===== src/rtl/periph_int_sched_if.sv =====
// Bus bundle between the interrupt read scheduler, the peripheral blocks and the CPU event port.
interface periph_int_sched_if #(
    parameter int unsigned N_PER = 4
);
    logic [N_PER-1:0] per_int;
    logic [N_PER-1:0] int_mask;
    logic [N_PER-1:0] per_drdy;
    logic [23:0]      per_data;
    logic [N_PER-1:0] per_ce;
    logic [1:0]       per_addr;
    logic             evt_valid;
    logic [1:0]       evt_src;
    logic [23:0]      evt_data;
    logic             evt_ack;
    logic             timeout_err;
    logic             busy;

    modport master (
        input  per_int, int_mask, per_drdy, per_data, evt_ack,
        output per_ce, per_addr, evt_valid, evt_src, evt_data, timeout_err, busy
    );

    modport slave (
        output per_int, int_mask, per_drdy, per_data, evt_ack,
        input  per_ce, per_addr, evt_valid, evt_src, evt_data, timeout_err, busy
    );
endinterface


===== src/rtl/periph_int_sched.sv =====
// Round-robin interrupt-driven read scheduler: services one pending peripheral at a time
// and hands the captured word to the CPU through a valid/ack event port.
module periph_int_sched #(
    parameter int unsigned N_PER   = 4,
    parameter logic [1:0]  RD_ADDR = 2'b00,
    parameter int unsigned TIMEOUT = 2048
) (
    input  logic               clk,
    input  logic               rst,
    periph_int_sched_if.master bus
);
    localparam int unsigned       CNT_W    = $clog2(TIMEOUT);
    localparam logic [CNT_W-1:0]  CNT_LAST = CNT_W'(TIMEOUT - 1);

    typedef enum logic [1:0] {
        S_IDLE,
        S_REQ,
        S_HOLD,
        S_GAP
    } state_t;

    state_t            state_q, state_d;
    logic [N_PER-1:0]  ce_q, ce_d;
    logic [1:0]        addr_q, addr_d;
    logic              valid_q, valid_d;
    logic [1:0]        src_q, src_d;
    logic [23:0]       data_q, data_d;
    logic              terr_q, terr_d;
    logic              busy_q, busy_d;
    logic [CNT_W-1:0]  cnt_q, cnt_d;
    logic [1:0]        g_q, g_d;
    logic [1:0]        rr_q, rr_d;

    logic [N_PER-1:0]  pending;
    logic              found;
    logic [1:0]        grant;
    logic [N_PER-1:0]  grant_oh;
    logic              drdy_sel;

    assign pending = bus.per_int & ~bus.int_mask;

    // Search upward from rr_q with wrap; the first hit wins.
    always_comb begin
        found    = 1'b0;
        grant    = '0;
        grant_oh = '0;
        for (int unsigned i = 0; i < N_PER; i++) begin
            for (int unsigned j = 0; j < N_PER; j++) begin
                if (!found && pending[j] && (((32'(rr_q) + i) % N_PER) == j)) begin
                    found       = 1'b1;
                    grant       = 2'(j);
                    grant_oh[j] = 1'b1;
                end
            end
        end
    end

    always_comb begin
        drdy_sel = 1'b0;
        for (int unsigned j = 0; j < N_PER; j++) begin
            if (32'(g_q) == j) begin
                drdy_sel = bus.per_drdy[j];
            end
        end
    end

    always_comb begin
        state_d = state_q;
        ce_d    = ce_q;
        addr_d  = addr_q;
        valid_d = valid_q;
        src_d   = src_q;
        data_d  = data_q;
        terr_d  = 1'b0;
        cnt_d   = cnt_q;
        g_d     = g_q;
        rr_d    = rr_q;

        case (state_q)
            S_IDLE: begin
                if (found) begin
                    state_d = S_REQ;
                    g_d     = grant;
                    ce_d    = grant_oh;
                    addr_d  = RD_ADDR;
                    cnt_d   = '0;
                end
            end
            S_REQ: begin
                // drdy takes priority over a timeout landing in the same cycle
                if (drdy_sel) begin
                    data_d  = bus.per_data;
                    src_d   = g_q;
                    valid_d = 1'b1;
                    ce_d    = '0;
                    addr_d  = '0;
                    state_d = S_HOLD;
                end else if (cnt_q == CNT_LAST) begin
                    ce_d    = '0;
                    addr_d  = '0;
                    terr_d  = 1'b1;
                    state_d = S_GAP;
                end else begin
                    cnt_d = cnt_q + 1'b1;
                end
            end
            S_HOLD: begin
                if (bus.evt_ack) begin
                    valid_d = 1'b0;
                    state_d = S_GAP;
                end
            end
            S_GAP: begin
                if (32'(g_q) + 32'd1 >= N_PER) begin
                    rr_d = '0;
                end else begin
                    rr_d = g_q + 2'd1;
                end
                state_d = S_IDLE;
            end
            default: begin
                state_d = S_IDLE;
                ce_d    = '0;
                addr_d  = '0;
            end
        endcase

        busy_d = (state_d != S_IDLE);
    end

    always_ff @(posedge clk or posedge rst) begin
        if (rst) begin
            state_q <= S_IDLE;
            ce_q    <= '0;
            addr_q  <= '0;
            valid_q <= 1'b0;
            src_q   <= '0;
            data_q  <= '0;
            terr_q  <= 1'b0;
            busy_q  <= 1'b0;
            cnt_q   <= '0;
            g_q     <= '0;
            rr_q    <= '0;
        end else begin
            state_q <= state_d;
            ce_q    <= ce_d;
            addr_q  <= addr_d;
            valid_q <= valid_d;
            src_q   <= src_d;
            data_q  <= data_d;
            terr_q  <= terr_d;
            busy_q  <= busy_d;
            cnt_q   <= cnt_d;
            g_q     <= g_d;
            rr_q    <= rr_d;
        end
    end

    assign bus.per_ce      = ce_q;
    assign bus.per_addr    = addr_q;
    assign bus.evt_valid   = valid_q;
    assign bus.evt_src     = src_q;
    assign bus.evt_data    = data_q;
    assign bus.timeout_err = terr_q;
    assign bus.busy        = busy_q;
endmodule


===== src/flat_wrapper.sv =====
// flat-port wrapper written by rule: the top's interface ports become plain ports
module periph_int_sched_flat 
#(
    parameter int unsigned N_PER   = 4,
    parameter logic [1:0]  RD_ADDR = 2'b00,
    parameter int unsigned TIMEOUT = 2048
)
  (clk, rst, bus_per_int, bus_int_mask, bus_per_drdy, bus_per_data, bus_evt_ack, bus_per_ce, bus_per_addr, bus_evt_valid, bus_evt_src, bus_evt_data, bus_timeout_err, bus_busy);
  periph_int_sched_if #(.N_PER(N_PER)) bus_i ();
  input  logic clk;
  input  logic rst;
  input wire logic [$bits(bus_i.per_int)-1:0] bus_per_int;
  input wire logic [$bits(bus_i.int_mask)-1:0] bus_int_mask;
  input wire logic [$bits(bus_i.per_drdy)-1:0] bus_per_drdy;
  input wire logic [$bits(bus_i.per_data)-1:0] bus_per_data;
  input wire logic [$bits(bus_i.evt_ack)-1:0] bus_evt_ack;
  output wire logic [$bits(bus_i.per_ce)-1:0] bus_per_ce;
  output wire logic [$bits(bus_i.per_addr)-1:0] bus_per_addr;
  output wire logic [$bits(bus_i.evt_valid)-1:0] bus_evt_valid;
  output wire logic [$bits(bus_i.evt_src)-1:0] bus_evt_src;
  output wire logic [$bits(bus_i.evt_data)-1:0] bus_evt_data;
  output wire logic [$bits(bus_i.timeout_err)-1:0] bus_timeout_err;
  output wire logic [$bits(bus_i.busy)-1:0] bus_busy;
  assign bus_i.per_int = bus_per_int;
  assign bus_i.int_mask = bus_int_mask;
  assign bus_i.per_drdy = bus_per_drdy;
  assign bus_i.per_data = bus_per_data;
  assign bus_i.evt_ack = bus_evt_ack;
  assign bus_per_ce = bus_i.per_ce;
  assign bus_per_addr = bus_i.per_addr;
  assign bus_evt_valid = bus_i.evt_valid;
  assign bus_evt_src = bus_i.evt_src;
  assign bus_evt_data = bus_i.evt_data;
  assign bus_timeout_err = bus_i.timeout_err;
  assign bus_busy = bus_i.busy;
  periph_int_sched #(.N_PER(N_PER), .RD_ADDR(RD_ADDR), .TIMEOUT(TIMEOUT)) u_core (.clk(clk), .rst(rst), .bus(bus_i));
endmodule

===== config.mk =====
export PLATFORM = sky130hd
export DESIGN_NAME = periph_int_sched_flat
export DESIGN_NICKNAME = d
export VERILOG_FILES = /design/src/rtl/periph_int_sched_if.sv /design/src/rtl/periph_int_sched.sv /design/src/flat_wrapper.sv
export SDC_FILE = /design/constraint.sdc
export NUM_CORES = 1
export LEC_CHECK = 0
export ABC_CLOCK_PERIOD_IN_PS = 2200
export CORE_MARGIN = 2
export CORE_UTILIZATION = 47
export DETAILED_ROUTE_END_ITERATION = 12
export PLACE_DENSITY = 0.78
export SKIP_LAST_GASP = 1
export SLEW_MARGIN = 10
export SYNTH_ARGS = -nofsm -noshare
export SYNTH_HDL_FRONTEND = slang
export SYNTH_SLANG_ARGS = --single-unit

===== constraint.sdc =====
create_clock -name clk -period 2.2 [get_ports clk]
set_input_delay 0.22 -clock clk [delete_from_list [all_inputs] [get_ports clk]]
set_output_delay 0.22 -clock clk [all_outputs]
set_load 0.02 [all_outputs]

---- Yosys cells after proc, flatten, opt, wreduce, memory -nomap -nowiden ----
Index checks and enable logic that the tools add are counted.
storage, ports and cells
  register bits after elaboration ......... 52
cells by class
  add/sub/neg operators ................... 6
  $lt $le $gt $ge ......................... 1
  eq/ne operators ......................... 25
  muxes and demuxes ....................... 74
  bitwise logic cells ..................... 2
  reductions and logical operators ........ 60
operator list
  cell                                                                     count
  32-bit zero test                                                         4
  2-bit 2-to-1 mux                                                         22
  1-bit 2-to-1 mux                                                         41
  11-bit 2-to-1 mux                                                        3
  32-bit by 3-bit >= comparator with 1-bit output (second input constant)  1
  1-bit logical AND                                                        31
  2-bit == test (second input constant)                                    12
  11-bit one-hot mux with 2 select lines                                   1
  1-bit zero test                                                          15
  2-bit by 1-bit == test with 1-bit output (second input constant)         6
  4-bit 2-to-1 mux                                                         3
  11-bit by 1-bit adder with 11-bit output (second input constant)         1
  11-bit == test (second input constant)                                   1
  2-bit one-hot mux with 4 select lines                                    1
  4-bit one-hot mux with 2 select lines                                    1
  2-bit != test (second input constant)                                    3
  3-bit AND reduction                                                      2
  2-bit nonzero test                                                       3
  2-bit by 1-bit adder with 2-bit output (second input constant)           2
  2-bit adder (second input constant)                                      2
  4-bit AND                                                                1
  2-bit zero test                                                          2
  2-bit by 1-bit != test with 1-bit output (second input constant)         2
  4-bit inverter                                                           1
  other kinds (6)                                                          7

---- Logic depth before layout (Yosys ltp) ----
  depth in word-level cells ............... 67
  mapped depth ............................ 7
  depth with buffers taken out ............ 6

---- Worst setup path before layout ----
Ideal clock, no wire load.
  path kind ............................... flip-flop to flip-flop
  start point ............................. register u_core.g_q[1]
  end point ............................... register u_core.data_q[0] (netlist: u_core.bus.evt_data[0])
  setup time .............................. 125 ps
  data arrival time ....................... 1814 ps
  path slack .............................. 261 ps
  cell stages (with the launch flop) ...... 8
  buffers on the path ..................... 1
  period minus slack after synthesis ...... 1939 ps
  path through ............................ dfrtp_1 > inv_1 > ha_1 > nand3b_1 > a211oi_4 > nand2_4 > buf_6 > mux2_4
on the way
  longest elaborated chain between the ends .. 6
  elaborated cells between the ends (all ways) .. 9
  those cells by class .................... 3 x eq/ne; 4 x mux; 2 x reduce/logical
RTL lines
  what                             RTL line                 source
  start: declaration               periph_int_sched.sv:31   logic [1:0] g_q, g_d;
  start signal: assignment         periph_int_sched.sv:154  g_q <= g_d;
  2-bit zero test                  periph_int_sched.sv:61   if (32'(g_q) == j) begin
  1-bit 2-to-1 mux (3 in series)   periph_int_sched.sv:61
  1-bit 2-to-1 mux *               periph_int_sched.sv:61
  2-bit AND reduction (no line) *  --
  end signal: assignment           periph_int_sched.sv:150  data_q <= data_d;
  end: declaration                 periph_int_sched.sv:27   logic [23:0] data_q, data_d;
Every way passes the cells marked *; elsewhere a longest branch is shown, timed or not.
A chain may end at the register's enable or synchronous reset.

---- Final worst setup path ----
  start point ............................. register u_core.g_q[0]
  end point ............................... register u_core.cnt_q[9]
on the way
  longest elaborated chain between the ends .. 7
  elaborated cells between the ends (all ways) .. 10
  those cells by class .................... 4 x eq/ne; 4 x mux; 2 x reduce/logical
RTL lines
  what                             RTL line                 source
  2-bit zero test                  periph_int_sched.sv:61
  1-bit 2-to-1 mux (3 in series)   periph_int_sched.sv:61
  1-bit 2-to-1 mux *               periph_int_sched.sv:61
  2-bit != test (no line) *        --
  4-bit AND reduction (no line) *  --
  end signal: assignment           periph_int_sched.sv:153  cnt_q <= cnt_d;
  end: declaration                 periph_int_sched.sv:30   logic [CNT_W-1:0] cnt_q, cnt_d;
Marked as above.

==> run_results.csv <==
group,metric,value,unit
status,status,"finished clean",
cts,clkTransAtPathRegs,0.09,ns
worst_setup_path,crit_chain,"inv_1, ha_1, nor3b_1, a211oi_4, buf_4, or4_1, a21oi_1",
layout,mostFrequentLayoutCells,"clkdlybuf4s50_1, dfrtp_1, mux2_4, nand2_1, buf_4",
worst_setup_path,critical_path_class,"reg -> reg",
worst_setup_path,crit_start,"u_core.g_q[0]$_DFFE_PP0P_",
floorplan,die_y,77.0,um
yosys,ys.warnings.count,0,
power_and_ir_drop,ir_drop,0.000632,V
layout,final_common_cell,"clkdlybuf4s50_1",
cts,cts_sinks,50,
worst_setup_path,required,2.43,ns
yosys,syn_inst,209,
worst_setup_path,r2r_setup_slack,0.11,ns
yosys,synth_edf_count,0,
sta,timing.final.crit_period,2.09,ns
layout,synthToLayoutAreaGrowth,35.4,%
grt,grt_pass1_wl,9.21,mm
yosys,synth_ff_type,"dfrtp_1",
layout,drive_gt1_share,17.7,%
floorplan,die_x,77.0,um
routing,dr.pass1.iters,4,
worst_setup_path,max_stage_delay,0.50,ns
layout,fill_cells,392,
cts,cts_tree,"done",
routing,drt_wl_total,5.36,mm
placement,gp_congestion,0.864,
grt,grt_pass1_vias,1840,
routing,ant_nets,0,
layout,diodes,0,
floorplan,io_pins,74,
grt,antenna_found_initial,0,
cts,ctsLongestPathBuffers,2,
routing,drc,0,
worst_setup_path,crit_end,"u_core.cnt_q[9]$_DFFE_PP0P_",
cts,worst_skew_pair.late_latency,0.30,ns
worst_setup_path,reg2reg_to,"u_core.cnt_q[9]$_DFFE_PP0P_",
sta,setup_viol,0,
placement,post-dp-hpwl,3.98,mm
routing,routed_via_density,5.38,
yosys,synth_seq_cells,50,
layout,final_nets,327,
yosys,synth_top_area_cell,"dfrtp_1",
worst_setup_path,cp-end-kind,"flip-flop",
worst_setup_path,worstPathMaxFanout,18,
placement,dpl_cell_area,3300,um^2
cts,cts_hold_buf,0,
routing,vias,1899,
floorplan,start_util,49.0,%
sta,grt_setup_unrepaired,"false",
grt,grt_usage,19.3,%
grt,grt_max_degree,30,
sta,final.period_utilization,94.9,%
worst_setup_path,start_kind,"flip-flop",
power_and_ir_drop,p_leak,1.46,nW
sta,max_freq,479,MHz
yosys,synth_area_leaders,"dfrtp_1, mux2_4, mux2_2",
placement,io_buffers,71,
cts,cts_made_buffers,5,
routing,wl_per_cell,15.2,um
yosys,syn_avg_cell_area,12.0,um^2
yosys,synth-seq-area-share,50.0,%
worst_setup_path,r2r_start,"u_core.g_q[0]$_DFFE_PP0P_",
hold_path,min_path_type,"in -> async",
sta,skew,0.00720,ns
power_and_ir_drop,power-per-cell-area,1370,nW/um^2
floorplan,core_area,5110,um^2
floorplan,row_count,26,
sta,slew_headroom,59.0,%
yosys,async_reset_ff_share,100,%
sta,final.setup.tns,0,ns
job,max-cap-violations,0,
worst_setup_path,r2r_cells,7,
yosys,syn_area,2500,um^2
sta,hold_viol,0,
layout,seq_area,1250,um^2
sta,worstMarginPinSlew,0.610,ns
worst_setup_path,arrival,2.31,ns
worst_setup_path,cp_slowest_cell,"or4_1",
layout,stdcell_area,3390,um^2
cts,htree_levels,2,
yosys,synth_top_area_share,50.0,%
cts,cts_root_buf,"clkbuf_8",
grt,overflow,0,
yosys,synth_cell_types,45,
sta,slew_violations,0,
floorplan,dieArea,5920,um^2
layout,multi_input_area,1150,um^2
routing,drt_iter0_drc,63,
registers in the layout, indices dropped and copies added, names as in the netlist:
name,count
u_core.bus.timeout_err,1
u_core.bus.evt_src,2
u_core.bus.evt_data,24
u_core.bus.busy,1
u_core.rr_q,2
u_core.state_q,2
u_core.bus.per_ce,4
u_core.g_q,2
u_core.cnt_q,11
u_core.bus.evt_valid,1
layer usage:
layer	GRT usage, %	up-vias	wire, um	share of wire [%]
met5	0	-	0	0
met4	4.36	0	47	0.88
met3	5.29	5	336	6.3
met2	30.4	60	2580	48
met1	26.8	929	2400	45
li1	-	905	-	-
cell usage after synthesis, types with 5 or more instances:
cell type,instances
o22ai_1,5
nand2b_1,5
a21oi_1,5
nand4_1,5
clkbuf_1,5
mux2_4,20
dfrtp_1,50
mux2i_1,6
mux2_2,7
nand2_1,16
ha_1,5
o21ai_0,5
nor2_1,6
nand3_1,6
nor2b_1,5
inv_1,6
critical path: cells and delay by family, from the launching register on:
family                   cells  cell delay (ns)
buffers and inverters        2             0.30
adder cells (fa/ha/maj)      1             0.17
AND/OR/NAND/NOR              2             0.83
flip-flops                   1             0.45
AO/OA/AOI/OAI                2             0.25
layout make-up:
class                      count  share of cell area, %
clock buffer                   5                   2.03
tap                           70                   2.59
sequential                    50                   37.0
clock inverter                 2                  0.443
timing repair buffer          80                   23.4
inverter                       6                  0.665
multi-input combinational    140                   33.9
kinds of logic after synthesis:
| family | after synthesis | share of synthesized area (%) |
|---|---|---|
| muxes | 33 | 17.6 |
| other | 1 | 0.150 |
| and+or+nand+nor | 62 | 13.5 |
| adders and majority gates | 5 | 2.50 |
| DFF | 50 | 50.0 |
| buffers and inverters | 20 | 4.25 |
| AOI/OAI and AO/OA | 38 | 12.0 |
repair_timing:
action | CTS | global route
setup endpoints to repair | 0 | 3
resized for setup | 0 | 2
setup buffers | 0 | 0
hold endpoints to repair | 0 | 0
where the power goes:
| group | switching, W | internal, W |
|---|---|---|
| sequential | 0.000279 | 0.00131 |
| clock | 0.000302 | 0.000218 |
| combinational | 0.00118 | 0.00135 |
worst min path at each step:
stage,from,end,slack (ns),cells after the start
6_report,rst,u_core.bus.evt_data[6]$_DFFE_PP0P_,0.25,2
5_1_grt,rst,u_core.bus.evt_data[5]$_DFFE_PP0P_,0.28,2
4_1_cts,rst,u_core.bus.evt_data[6]$_DFFE_PP0P_,0.26,2
3_5_place_dp,u_core.bus.evt_data[17]$_DFFE_PP0P_,u_core.bus.evt_data[17]$_DFFE_PP0P_,0.49,1
3_3_place_gp,u_core.bus.evt_data[20]$_DFFE_PP0P_,u_core.bus.evt_data[20]$_DFFE_PP0P_,0.49,1
2_1_floorplan,bus_per_data[0],u_core.bus.evt_data[0]$_DFFE_PP0P_,0.37,1
stage by stage:
stage	power (W)	setup WS, ns	hold WS, ns	utilization (%)	cells
2_1_floorplan	0.00324	0.261	0.369	-	210
4_1_cts	0.00468	0.0778	0.263	66.2	353
6_report	0.00464	0.112	0.247	66.3	353
3_3_place_gp	0.00408	0.189	0.487	64.6	346
3_5_place_dp	0.00415	0.103	0.492	64.6	346
5_1_grt	0.00495	0.0266	0.281	66.3	353
(Power assumes the default switching activity.)
